===== src/rtl/world_clock_zone_ctrl_pkg.sv =====
// Shared constants for the world-clock zone scheduler: zone count,
// day_shift encodings and mode FSM states.
package wc_pkg;

   localparam int unsigned NZONE = 4;

   localparam logic [1:0] DAY_SAME = 2'b00;
   localparam logic [1:0] DAY_NEXT = 2'b01;
   localparam logic [1:0] DAY_PREV = 2'b11;

   typedef enum logic {
      ST_AUTO,
      ST_MANUAL
   } mode_t;

endpackage


===== src/rtl/world_clock_zone_ctrl_if.sv =====
// Base-time, button and display-digit bundle between the world-clock
// top and the zone scheduler.
interface world_clock_zone_ctrl_if;

   logic       tick_1hz;
   logic       btn_next;
   logic       btn_mode;
   logic [3:0] b_h_ten, b_h_one, b_m_ten, b_m_one, b_s_ten, b_s_one;
   logic [3:0] h_ten, h_one, m_ten, m_one, s_ten, s_one;
   logic [1:0] zone_idx;
   logic       auto_mode;
   logic [1:0] day_shift;
   logic       in_err;

   modport master (
      output tick_1hz, btn_next, btn_mode,
      output b_h_ten, b_h_one, b_m_ten, b_m_one, b_s_ten, b_s_one,
      input  h_ten, h_one, m_ten, m_one, s_ten, s_one,
      input  zone_idx, auto_mode, day_shift, in_err
   );

   modport slave (
      input  tick_1hz, btn_next, btn_mode,
      input  b_h_ten, b_h_one, b_m_ten, b_m_one, b_s_ten, b_s_one,
      output h_ten, h_one, m_ten, m_one, s_ten, s_one,
      output zone_idx, auto_mode, day_shift, in_err
   );

endinterface


===== src/rtl/world_clock_zone_ctrl_bcd_hour_add.sv =====
// Combinational BCD hour + signed offset with mod-24 wrap and
// day_shift; valid flags a well-formed base hour.
module bcd_hour_add
   import wc_pkg::*;
(
   input  logic [3:0]        h_ten,
   input  logic [3:0]        h_one,
   input  logic signed [5:0] off,
   output logic [3:0]        o_ten,
   output logic [3:0]        o_one,
   output logic [1:0]        day_shift,
   output logic              valid
);

   logic [6:0]        hb;
   logic signed [6:0] s;
   logic [6:0]        hr;

   always_comb begin
      hb        = 7'(h_ten) * 7'd10 + 7'(h_one);
      valid     = (h_ten <= 4'd2) && (h_one <= 4'd9) && (hb <= 7'd23);
      s         = signed'(hb) + 7'(off);
      hr        = 7'(s);
      day_shift = DAY_SAME;
      if (s < 7'sd0) begin
         hr        = 7'(s + 7'sd24);
         day_shift = DAY_PREV;
      end else if (s >= 7'sd24) begin
         hr        = 7'(s - 7'sd24);
         day_shift = DAY_NEXT;
      end
      if (hr >= 7'd20) begin
         o_ten = 4'd2;
         o_one = 4'(hr - 7'd20);
      end else if (hr >= 7'd10) begin
         o_ten = 4'd1;
         o_one = 4'(hr - 7'd10);
      end else begin
         o_ten = 4'd0;
         o_one = 4'(hr);
      end
   end

endmodule


===== src/rtl/world_clock_zone_ctrl.sv =====
// Zone scheduler: AUTO/MANUAL rotation over four hour offsets, with one
// register stage between the base BCD time and the display digits.
module world_clock_zone_ctrl
   import wc_pkg::*;
#(
   parameter int OFF0    = 0,
   parameter int OFF1    = 9,
   parameter int OFF2    = -5,
   parameter int OFF3    = 1,
   parameter int ROT_SEC = 5
) (
   input  logic                    clk,
   input  logic                    rst,
   world_clock_zone_ctrl_if.slave  bus
);

   mode_t             state_q, state_d;
   logic [1:0]        zone_q, zone_d;
   logic [5:0]        cnt_q, cnt_d;
   logic              adv;

   logic signed [5:0] off_sel;
   logic [3:0]        hr_ten, hr_one;
   logic [1:0]        hr_day;
   logic              hr_valid, base_valid;

   logic [3:0]        h_ten_q, h_one_q, m_ten_q, m_one_q, s_ten_q, s_one_q;
   logic [1:0]        day_q;
   logic              err_q;

   always_ff @(posedge clk) begin
      if (!rst) begin
         state_q <= ST_AUTO;
         zone_q  <= '0;
         cnt_q   <= '0;
      end else begin
         state_q <= state_d;
         zone_q  <= zone_d;
         cnt_q   <= cnt_d;
      end
   end

   // Dwell expiry and btn_next share one advance, so a coincidence steps once.
   always_comb begin
      state_d = state_q;
      zone_d  = zone_q;
      cnt_d   = cnt_q;
      adv     = bus.btn_next ||
                (state_q == ST_AUTO && bus.tick_1hz && cnt_q == 6'(ROT_SEC - 1));
      if (state_q == ST_AUTO && bus.tick_1hz)
         cnt_d = cnt_q + 6'd1;
      if (adv) begin
         zone_d = (zone_q == 2'(NZONE - 1)) ? '0 : zone_q + 2'd1;
         cnt_d  = '0;
      end
      if (bus.btn_mode) begin
         state_d = (state_q == ST_AUTO) ? ST_MANUAL : ST_AUTO;
         cnt_d   = '0;
      end
   end

   always_comb begin
      case (zone_q)
         2'd0:    off_sel = 6'(OFF0);
         2'd1:    off_sel = 6'(OFF1);
         2'd2:    off_sel = 6'(OFF2);
         default: off_sel = 6'(OFF3);
      endcase
   end

   bcd_hour_add u_hour (
      .h_ten     (bus.b_h_ten),
      .h_one     (bus.b_h_one),
      .off       (off_sel),
      .o_ten     (hr_ten),
      .o_one     (hr_one),
      .day_shift (hr_day),
      .valid     (hr_valid)
   );

   assign base_valid = hr_valid &&
                       (bus.b_m_ten <= 4'd5) && (bus.b_m_one <= 4'd9) &&
                       (bus.b_s_ten <= 4'd5) && (bus.b_s_one <= 4'd9);

   always_ff @(posedge clk) begin
      if (!rst) begin
         h_ten_q <= '0;
         h_one_q <= '0;
         m_ten_q <= '0;
         m_one_q <= '0;
         s_ten_q <= '0;
         s_one_q <= '0;
         day_q   <= DAY_SAME;
         err_q   <= 1'b0;
      end else begin
         err_q <= !base_valid;
         if (base_valid) begin
            h_ten_q <= hr_ten;
            h_one_q <= hr_one;
            m_ten_q <= bus.b_m_ten;
            m_one_q <= bus.b_m_one;
            s_ten_q <= bus.b_s_ten;
            s_one_q <= bus.b_s_one;
            day_q   <= hr_day;
         end
      end
   end

   assign bus.h_ten     = h_ten_q;
   assign bus.h_one     = h_one_q;
   assign bus.m_ten     = m_ten_q;
   assign bus.m_one     = m_one_q;
   assign bus.s_ten     = s_ten_q;
   assign bus.s_one     = s_one_q;
   assign bus.day_shift = day_q;
   assign bus.in_err    = err_q;
   assign bus.zone_idx  = zone_q;
   assign bus.auto_mode = (state_q == ST_AUTO);

endmodule


===== src/flat_wrapper.sv =====
// flat-port wrapper written by rule: the top's interface ports become plain ports
module world_clock_zone_ctrl_flat import wc_pkg::*;
#(
   parameter int OFF0    = 0,
   parameter int OFF1    = 9,
   parameter int OFF2    = -5,
   parameter int OFF3    = 1,
   parameter int ROT_SEC = 5
)
  (clk, rst, bus_tick_1hz, bus_btn_next, bus_btn_mode, bus_b_h_ten, bus_b_h_one, bus_b_m_ten, bus_b_m_one, bus_b_s_ten, bus_b_s_one, bus_h_ten, bus_h_one, bus_m_ten, bus_m_one, bus_s_ten, bus_s_one, bus_zone_idx, bus_auto_mode, bus_day_shift, bus_in_err);
  world_clock_zone_ctrl_if bus_i ();
  input  logic clk;
  input  logic rst;
  input wire logic [$bits(bus_i.tick_1hz)-1:0] bus_tick_1hz;
  input wire logic [$bits(bus_i.btn_next)-1:0] bus_btn_next;
  input wire logic [$bits(bus_i.btn_mode)-1:0] bus_btn_mode;
  input wire logic [$bits(bus_i.b_h_ten)-1:0] bus_b_h_ten;
  input wire logic [$bits(bus_i.b_h_one)-1:0] bus_b_h_one;
  input wire logic [$bits(bus_i.b_m_ten)-1:0] bus_b_m_ten;
  input wire logic [$bits(bus_i.b_m_one)-1:0] bus_b_m_one;
  input wire logic [$bits(bus_i.b_s_ten)-1:0] bus_b_s_ten;
  input wire logic [$bits(bus_i.b_s_one)-1:0] bus_b_s_one;
  output wire logic [$bits(bus_i.h_ten)-1:0] bus_h_ten;
  output wire logic [$bits(bus_i.h_one)-1:0] bus_h_one;
  output wire logic [$bits(bus_i.m_ten)-1:0] bus_m_ten;
  output wire logic [$bits(bus_i.m_one)-1:0] bus_m_one;
  output wire logic [$bits(bus_i.s_ten)-1:0] bus_s_ten;
  output wire logic [$bits(bus_i.s_one)-1:0] bus_s_one;
  output wire logic [$bits(bus_i.zone_idx)-1:0] bus_zone_idx;
  output wire logic [$bits(bus_i.auto_mode)-1:0] bus_auto_mode;
  output wire logic [$bits(bus_i.day_shift)-1:0] bus_day_shift;
  output wire logic [$bits(bus_i.in_err)-1:0] bus_in_err;
  assign bus_i.tick_1hz = bus_tick_1hz;
  assign bus_i.btn_next = bus_btn_next;
  assign bus_i.btn_mode = bus_btn_mode;
  assign bus_i.b_h_ten = bus_b_h_ten;
  assign bus_i.b_h_one = bus_b_h_one;
  assign bus_i.b_m_ten = bus_b_m_ten;
  assign bus_i.b_m_one = bus_b_m_one;
  assign bus_i.b_s_ten = bus_b_s_ten;
  assign bus_i.b_s_one = bus_b_s_one;
  assign bus_h_ten = bus_i.h_ten;
  assign bus_h_one = bus_i.h_one;
  assign bus_m_ten = bus_i.m_ten;
  assign bus_m_one = bus_i.m_one;
  assign bus_s_ten = bus_i.s_ten;
  assign bus_s_one = bus_i.s_one;
  assign bus_zone_idx = bus_i.zone_idx;
  assign bus_auto_mode = bus_i.auto_mode;
  assign bus_day_shift = bus_i.day_shift;
  assign bus_in_err = bus_i.in_err;
  world_clock_zone_ctrl #(.OFF0(OFF0), .OFF1(OFF1), .OFF2(OFF2), .OFF3(OFF3), .ROT_SEC(ROT_SEC)) u_core (.clk(clk), .rst(rst), .bus(bus_i));
endmodule

===== config.mk =====
export PLATFORM = sky130hd
export DESIGN_NAME = world_clock_zone_ctrl_flat
export DESIGN_NICKNAME = d
export VERILOG_FILES = /design/src/rtl/world_clock_zone_ctrl_pkg.sv /design/src/rtl/world_clock_zone_ctrl_if.sv /design/src/rtl/world_clock_zone_ctrl_bcd_hour_add.sv /design/src/rtl/world_clock_zone_ctrl.sv /design/src/flat_wrapper.sv
export SDC_FILE = /design/constraint.sdc
export NUM_CORES = 1
export LEC_CHECK = 0
export BUFFER_PORTS_ARGS = -buffer_cell sky130_fd_sc_hd__clkbuf_2
export CAP_MARGIN = 25
export CORE_AREA = 5 5 87 89
export CTS_BUF_LIST = sky130_fd_sc_hd__clkbuf_16
export DETAILED_ROUTE_END_ITERATION = 10
export DIE_AREA = 0 0 92 94
export PLACE_DENSITY_LB_ADDON = 0.15
export SYNTH_ARGS = -nofsm -noshare
export SYNTH_HDL_FRONTEND = slang
export SYNTH_SLANG_ARGS = --single-unit

===== constraint.sdc =====
create_clock -name clk -period 3.96 [get_ports clk]
set_clock_uncertainty 0.2 [all_clocks]
set_input_delay 0.198 -clock clk [delete_from_list [all_inputs] [get_ports clk]]
set_output_delay 0.198 -clock clk [all_outputs]
set_load 0.02 [all_outputs]

==> impl_metrics.toml <==
[worst_setup_path]
r2r_cells = 17
cp-end-kind = "register"
critPathRequiredTime_ns = 3.97
cp_cell_sequence = "clkbuf_2 -> ha_4 -> ha_1 -> nand3_1 -> nand2_1 -> xor2_1 -> ha_1 -> or2_2 -> o211a_1 -> ha_2 -> or4_1 -> a2111oi_2 -> a211o_1 -> nand2_1 -> a211oi_1 -> o221ai_1 -> a21boi_1"
cp_slowest_cell = "or4_1"
crit_fanout = 3
startpoint_type = "input port"
arrival_ns = 3.73
crit_type = "input port to register"
r2r-end = "u_core.bus.h_one[2]"
r2r_start = "u_core.bus.zone_idx[1]"
worst-r2r-setup-slack_ns = 0.26
max_stage_delay_ns = 0.48

[route]
drtAntennaViolNets = 0
vias = 2122
drt_iter0_drc = 77
wl_um = 5687
drc = 0
via_per_inst = 4.867
wl_per_cell_um = 13.04
dr.pass1.iters = 5

[global_route]
grt_util_met3_pct = 2.163
grt_use_total_pct = 13.21
first_global_vias = 1982
globalRouteOverflowTotal = 0
grt_first_pass_wirelength_um = 9425
antenna_found_initial = 0
grt.busiest_layer = "met2"
gr-usage-met1_pct = 18.16
grt_max_degree = 34
grtUsageMet2_pct = 21.47

[min_path]
hold_depth = 4
min_to = "u_core.bus.zone_idx[0]"
hold_start = "bus_btn_next"
hold_path.class = "input port to register"

[clocking]
cts_setup_buffers = 0
cts_buffers = 5
worst_setup_hold_path_clk_slew_ns = 0.05
cts_buffer_depth = 2
insertion_delay_ns = 0.27
cts_sinks = 34
cts_tree = "yes"
htree_levels = 2
cts_root_buf = "clkbuf_16"

[timing]
finalWorstSetupSlack_ns = 0.2381
fmax_mhz = 268.7
drv_slew = 0
relSlewSlack_pct = 36.59
tightest_slew_ns = 0.9512
hold_slack_ns = 0.05194
setup_viol = 0
min_period_ns = 3.722
final_hold_viol_count = 0
fin_crit_sh_pct = 93.99

[run]
drv_cap = 0

[status]
status = "complete, no violations"

[synth]
ys_seq_area_share_pct = 29.84
ys_warn_count = 0
synthCells = 264
synth_area_leaders = "dfxtp_1, ha_1, nand2_1"
netlist_area_um2 = 2281
yosys.area.top_type_share_pct = 29.84
yosysUniqueCellTypes = 58
ys_ff_latch = 34
syn_area_per_cell_um2 = 8.640
yosys.area.top_type = "dfxtp_1"
async_flop_share_pct = 0
synth_edf_count = 0
synth_flop_cell = "dfxtp_1"

[floorplanning]
start_util_pct = 34.14
die_y_um = 94
core_um2 = 6681
rows = 30
dieArea_um2 = 8648
io_pins = 59
die_w_um = 92

[finish]
layout_common_cells = "clkbuf_2, nand2_1, dfxtp_1, buf_4, inv_1"
n_antenna_cell = 0
nets = 408
layout_commonest_cell = "clkbuf_2"
area_growth_pct = 38.67
layout-drive-gt1-share_pct = 28.93

[power_and_ir_drop]
power.density_nw_per_um2 = 450.3
static-leakage-power_nw = 1.397
peakVddDrop_uv = 388.2

[placement]
io_buffer_count = 56
dp_hpwl_um = 4282
dp_slack_ns = -0.1273
gp_congestion = 0.8669
==> what timing repair did <==
action                     4_1_cts  5_1_grt
gates resized for setup          0        3
hold endpoints to repair        14        0
hold buffers                    14        0
setup endpoints to repair        0        5
==> flip-flops by register name (all words and copies together) (netlist names) <==
| signal | count |
|---|---|
| u_core.bus.day_shift | 2 |
| u_core.bus.in_err | 1 |
| u_core.state_q | 1 |
| u_core.bus.s_one | 4 |
| u_core.bus.m_ten | 4 |
| u_core.bus.h_ten | 2 |
| u_core.bus.h_one | 4 |
| u_core.bus.m_one | 4 |
| u_core.bus.s_ten | 4 |
| u_core.cnt_q | 6 |
| u_core.bus.zone_idx | 2 |
==> worst max-delay path, delay by kind of cell <==
family,cells,cell delay (ns)
AND/OR/NAND/NOR,5,1.03
buffers and inverters,1,0.12
AO/OA/AOI/OAI,6,1.19
adder cells (fa/ha/maj),4,1.03
XOR/XNOR,1,0.15
==> Yosys cell counts (3+ instances only) <==
| cell type | count |
|---|---|
| clkbuf_1 | 8 |
| nand2_1 | 40 |
| nand2b_1 | 3 |
| nand4_1 | 3 |
| inv_1 | 20 |
| xor2_1 | 7 |
| fa_1 | 3 |
| a21boi_1 | 9 |
| o21ai_0 | 9 |
| xnor2_1 | 3 |
| a21boi_0 | 9 |
| or3_1 | 4 |
| a21o_1 | 3 |
| mux2i_1 | 3 |
| nor2b_1 | 6 |
| nor3_1 | 3 |
| and2_1 | 5 |
| nor2_1 | 12 |
| nand3_1 | 8 |
| ha_1 | 21 |
| a21oi_1 | 6 |
| dfxtp_1 | 34 |
==> final cells by class <==
class | instances | area [um2]
clock buffers | 5 | 125.1
inverters | 20 | 75.07
repair buffers | 93 | 593.1
clock inverters | 3 | 63.81
multi-input cells | 201 | 1524
fillers | 649 | 3518
well taps | 80 | 100.1
flip-flops and latches | 34 | 681.9
==> power breakdown <==
part / leakage (nW) / switching, mW / total, mW / internal (mW)
sequential: 0.275 / 0.00363 / 0.350 / 0.346
clock: 0.0915 / 0.140 / 0.498 / 0.358
combinational: 1.03 / 0.298 / 0.577 / 0.278
==> kinds of logic (layout without fill, tap and decap cells) <==
family                     Yosys count  count (layout)  share of synthesized area [%]
and+or+nand+nor                     96              96                          21.17
xor gates and xnor gates            13              13                          6.309
AOI/OAI and AO/OA                   61              61                          20.85
buffers and inverters               30             121                          5.266
muxes                                4               4                          1.810
DFF                                 34              34                          29.84
adders and majority gates           25              25                          14.59
other                                1               2                         0.1644
==> how the worst max path moves through the flow <==
stage | from | endpoint | cells past startpoint
detailed placement | bus_b_h_ten[0] | u_core.bus.h_one[1] | 17
global route | u_core.bus.zone_idx[1] | u_core.bus.h_one[2] | 17
CTS | u_core.bus.zone_idx[0] | u_core.bus.h_one[2] | 17
global placement | bus_b_h_ten[0] | u_core.bus.h_one[1] | 17
floorplan | bus_b_h_ten[0] | u_core.bus.h_one[3] | 16
finish | bus_b_h_ten[0] | u_core.bus.h_one[3] | 17
==> metrics by stage <==
stage                     cell area (um2)  power [mW]  TNS [ns]  util [%]  instances
after floorplan                      2322      0.7372         0         -        265
after global placement               2830      0.9197   -0.2549     42.36        414
after detailed placement             2830      0.9179   -0.4245     42.36        414
after CTS                            3159       1.437         0     47.28        436
after global routing                 3163       1.524  -0.02766     47.34        436
final                                3163       1.424         0     47.34        436
==> layer usage <==
layer  part of all wire (%)  vias up
li1                       -     1104
met1                     48      969
met2                     47       43
met3                    3.4        6
met4                    1.2        0
met5                      0        -
Power figures use the tool's default switching activity.
